File: config.mk
export PLATFORM = sky130hd
export DESIGN_NAME = xts_tweak_gen
export DESIGN_NICKNAME = d
export VERILOG_FILES = /design/src/rtl/xts_tweak_gen.sv
export SDC_FILE = /design/constraint.sdc
export NUM_CORES = 1
export LEC_CHECK = 0
export BUFFER_PORTS_ARGS = -buffer_cell sky130_fd_sc_hd__buf_2
export CORE_ASPECT_RATIO = 0.5
export CORE_MARGIN = 4
export CORE_UTILIZATION = 50
export CTS_CLUSTER_SIZE = 20
export DETAILED_ROUTE_END_ITERATION = 12
export GPL_TIMING_DRIVEN = 0
export MAX_ROUTING_LAYER = met4
export PLACE_DENSITY_LB_ADDON = 0.12
export SYNTH_ARGS = -nofsm -noshare
export SYNTH_HDL_FRONTEND = slang
export SYNTH_SLANG_ARGS = --single-unit
File: constraint.sdc
create_clock -name inClk -period 5.6 [get_ports inClk]
set_input_delay 1.12 -clock inClk [delete_from_list [all_inputs] [get_ports inClk]]
set_output_delay 1.12 -clock inClk [all_outputs]
set_load 0.01 [all_outputs]
File: src/rtl/xts_tweak_gen.sv
// XTS tweak generator and whitening stage: pre-whitens data with the running tweak, advances it by alpha,
// and post-whitens AES results with the queued tweak. Optional XTS_BLOCK_LIMIT_EN stops a sector at 2^CNT_W-1 blocks.
module xts_tweak_gen #(
  parameter int unsigned DEPTH = 4,
  parameter int unsigned CNT_W = 8
) (
  input  logic             inClk,
  input  logic             inRst,
  input  logic             inTweakWr,
  input  logic [127:0]     inTweak,
  input  logic             inPreValid,
  input  logic [127:0]     inPreData,
  output logic             outPreReady,
  output logic             outPreValid,
  output logic [127:0]     outPreData,
  input  logic             inPostValid,
  input  logic [127:0]     inPostData,
  output logic             outPostValid,
  output logic [127:0]     outPostData,
  output logic [CNT_W-1:0] outBlockCount,
  output logic             outBusy,
  output logic             outErr
);

  localparam int unsigned PTR_W = (DEPTH > 1) ? $clog2(DEPTH) : 1;
  localparam int unsigned OCC_W = $clog2(DEPTH + 1);

  typedef enum logic {IDLE, ACTIVE} state_t;

  state_t             state, state_next;
  logic [127:0]       tweak;
  logic [127:0]       fifo [DEPTH];
  logic [PTR_W-1:0]   wr_ptr, rd_ptr;
  logic [OCC_W-1:0]   occ;
  logic               fifo_empty, fifo_full, at_limit;
  logic               load, accept, pop;

  assign fifo_empty = (occ == '0);
  assign fifo_full  = (occ == OCC_W'(DEPTH));
  assign outBusy    = !fifo_empty;

`ifdef XTS_BLOCK_LIMIT_EN
  assign at_limit = (outBlockCount == {CNT_W{1'b1}});
`else
  assign at_limit = 1'b0;
`endif

  // A tweak load takes priority over a block offered in the same cycle.
  assign load   = inTweakWr && fifo_empty;
  assign accept = inPreValid && outPreReady && !load;
  assign pop    = inPostValid && !fifo_empty;

  always_ff @(posedge inClk) begin
    if (inRst) state <= IDLE;
    else       state <= state_next;
  end

  always_comb begin
    state_next = state;
    if (load) state_next = ACTIVE;
  end

  // Readiness depends only on registered state, never on inPreValid.
  always_comb begin
    outPreReady = 1'b0;
    if (state == ACTIVE && !fifo_full && !at_limit) outPreReady = 1'b1;
  end

  always_ff @(posedge inClk) begin
    if (inRst) begin
      tweak         <= '0;
      wr_ptr        <= '0;
      rd_ptr        <= '0;
      occ           <= '0;
      outBlockCount <= '0;
      outPreValid   <= 1'b0;
      outPreData    <= '0;
      outPostValid  <= 1'b0;
      outPostData   <= '0;
      outErr        <= 1'b0;
    end else begin
      outPreValid  <= accept;
      outPostValid <= pop;
      if (accept) begin
        outPreData    <= inPreData ^ tweak;
        tweak         <= {tweak[126:0], 1'b0} ^ (tweak[127] ? 128'h87 : 128'h0);
        wr_ptr        <= wr_ptr + PTR_W'(1);
        outBlockCount <= outBlockCount + CNT_W'(1);
      end
      if (load) begin
        tweak         <= inTweak;
        outBlockCount <= '0;
      end
      if (pop) begin
        outPostData <= inPostData ^ fifo[rd_ptr];
        rd_ptr      <= rd_ptr + PTR_W'(1);
      end
      if (accept && !pop)      occ <= occ + OCC_W'(1);
      else if (pop && !accept) occ <= occ - OCC_W'(1);
      if ((inTweakWr && !fifo_empty) || (inPostValid && fifo_empty)) outErr <= 1'b1;
    end
  end

  // Tweak storage needs no reset: entries are only read behind the pointers.
  always_ff @(posedge inClk) begin
    if (accept) fifo[wr_ptr] <= tweak;
  end

endmodule

==> flow_metrics.tcl <==
set metrics [dict create \
    die-area_um2 74800 \
    place_hpwl_mm 65.4 \
    cts_tree "built" \
    fin_nets 3601 \
    synth_fp_nets 2856 \
    synth.distinct_cells 39 \
    num_vias 23100 \
    post-route-util 0.615 \
    critPathSlowestCell "and2_4" \
    cp-start-kind "primary input" \
    remaining_drc_errors 0 \
    rr_worst_depth 7 \
    ys_top_cells_by_area "edfxtp_1, dfxtp_1, mux4_2, xor2_1, xnor2_1" \
    io_pins 658 \
    stdcell_count 4227 \
    p_per_area_nw_per_um2 465 \
    ctsResizeCount 0 \
    initial_core_util 0.507 \
    timing.setup.tns_ns 0 \
    critPathMaxFanout 51 \
    setup_viol 0 \
    drt_iter0_markers 1507 \
    antenna_left 0 \
    port-buffer-count 656 \
    die_w_um 383 \
    ctsHtreeMaxLevel 3 \
    drt-vias-per-instance 5.47 \
    clk_latency_ns 0.65 \
    grt_usage 0.258 \
    slew_violations 0 \
    crit_type "in -> reg" \
    critPathArrivalTime_ns 4.00 \
    status "complete, no violations" \
    routed_wl_mm 94.7 \
    postCtsSetupBuffers 0 \
    yosys.area.top_type "edfxtp_1" \
    crit_chain "buf_2 > or2_1 > a21o_1 > inv_2 > buf_2 > clkbuf_1 > and2_4 > buf_16" \
    clk_pin_slew_ns 0.07 \
    period_share 0.657 \
    grt_pass1_wl_mm 142 \
    fin_skew_ns 0.0173 \
    cp.depth 8 \
    holdBufCountCts 0 \
    hp-class "reg -> reg" \
    postPlaceCellArea_um2 39800 \
    max_stage_delay_ns 0.84 \
    relSlewSlack 0.126 \
    core_um2 69300 \
    wire_per_inst_um 22.4 \
    crit_family "buffers and inverters" \
    timing.hold.ws_ns 0.468 \
    max_cap_violations 0 \
    antenna_found_initial 13 \
    clockBufferDepth 3 \
    yosys_warnings 0 \
    numCtsBuffers 79 \
    period_needed_ns 3.68 \
    cp_common_cell "buf_2" \
    die-height_um 195 \
    grt_pass1_vias 23200 \
    gr-total-overflow 0 \
    syn_area_per_cell_um2 14.3 \
    place_congestion 0.845 \
    fin_area_um2 42600 \
    synth_area_um2 35100 \
    synth_top_area_share 0.438 \
    ys_seq_area_frac 0.669 \
    max_freq_mhz 272 \
    leakagePower_nw 15.9 \
    area_delta_synth_final_pct 21.2 \
    end_kind "flop" \
    rows 68 \
    hold_violations 0 \
    cp.buffers_inverters 5 \
    drive_above_1_share 0.307 \
    cts-root-buf "clkbuf_16" \
    holdPathStages 2 \
    clkSinkCount 917 \
    worst-slew-pin-transition_ns 1.31 \
    synth_seq_cells 917 \
    rsz0062_at_grt "false" \
    synthCells 2460 \
    grt_max_degree 57 \
    worstPathRequired_ns 5.92 \
    dp_cells 4069 \
    peakVddDrop_mv 0.218 \
    first_pass_iters 6 \
]
[layer usage]
metal | share of wire | global-route usage | vias to the layer above | wire length [um]
met2 | 0.52 | 0.439 | 635 | 49300
met4 | 0.031 | 0.0846 | 0 | 2940
met5 | 0 | - | - | 0
met3 | 0.045 | 0.0398 | 168 | 4220
li1 | - | - | 10700 | -
met1 | 0.40 | 0.317 | 11600 | 38300
[power by group]
| group | switching (mW) | total, mW | internal (mW) |
|---|---|---|---|
| sequential | 0.892 | 9.19 | 8.30 |
| combinational | 2.69 | 4.77 | 2.08 |
| clock | 2.51 | 5.85 | 3.34 |
| total | 6.10 | 19.8 | 13.7 |
[worst paths after layout]
path	startpoint	to	slack (ns)
setup reg to reg	occ[2]	fifo[0][18]	2.10
setup / recovery	inTweakWr	fifo[0][18]	1.92
hold reg to reg	outErr	outErr	0.47
hold / removal	outErr	outErr	0.47
[worst reg2reg max path, delay by kind of cell (launching register included)]
family                 cells  cell delay, ns
AND/OR/NAND/NOR            2            1.11
AO/OA/AOI/OAI              1            0.25
flip-flops                 1            0.37
buffers and inverters      4            1.40
[cell families after synthesis]
kind of cell / count (synthesis) / share of synthesized area
buffers and inverters: 179 / 0.0236
muxes: 129 / 0.0824
xor gates and xnor gates: 268 / 0.0668
and+or+nand+nor: 561 / 0.0618
adders and majority gates: 7 / 0.00271
DFF: 917 / 0.669
AOI/OAI and AO/OA: 399 / 0.0940
[stage by stage]
| step | setup slack (ns) | total power [mW] |
|---|---|---|
| after floorplan | 0.0716 | 12.2 |
| after global placement | -3.17 | 14.0 |
| after detailed placement | 1.23 | 14.2 |
| after CTS | 1.92 | 20.0 |
| after global routing | 1.77 | 20.8 |
| final | 1.92 | 19.8 |
[cells in the final DEF, fill, tap and decap left out, types with 3 or more instances in the layout]
cell / count
buf_2: 721
edfxtp_1: 512
dfxtp_1: 405
nor2_1: 275
nand2_1: 262
xor2_1: 136
xnor2_1: 132
a211oi_1: 129
mux4_2: 128
a22o_1: 128
a311oi_1: 124
clkbuf_1: 90
clkbuf_16: 82
buf_1: 16
bufinv_16: 13
diode_2: 12
clkinv_2: 12
clkinv_1: 10
buf_6: 9
a21oi_1: 7
clkinvlp_4: 7
buf_16: 7
inv_1: 6
ha_1: 6
inv_6: 5
and2_4: 4
and2_1: 4
nand2b_1: 3
o32ai_1: 3
clkbuf_8: 3
[registers in the layout, indices dropped and copies added (netlist names), named ones only]
name	count
outPostValid	1
outPreData	128
state	1
occ	3
rd_ptr	2
tweak	128
outPreValid	1
wr_ptr	2
fifo	512
outBlockCount	8
outErr	1
outPostData	128
[cell type report]
type                            count  area, um2
Antenna cell                       12       30.0
Buffer                            172        802
Clock buffer                       95       2130
Clock inverter                     51        612
Fill cell                        5594      26700
Inverter                            7       26.3
Multi-Input combinational cell   1364      10800
Sequential cell                   917      23500
Tap cell                          945       1180
Timing Repair Buffer              664       3500
[cell usage after synthesis, drive strengths merged]
cell      n
o32ai     3
a21oi     7
or2       2
buf      92
a21o      1
clkbuf   80
nor3      1
dfxtp   405
o31ai     2
a311oi  125
o31a      1
or3       2
a22o    128
or4       2
mux2i     1
inv       7
a31oi     1
ha        6
or3b      1
nand3     2
nor2    275
edfxtp  512
nand2b    3
fa        1
nand4     2
o21ai     2
xnor2   132
mux4    128
nand2   263
and2      8
xor2    136
a211oi  129
No activity file was read; power rests on OpenSTA's default activity.
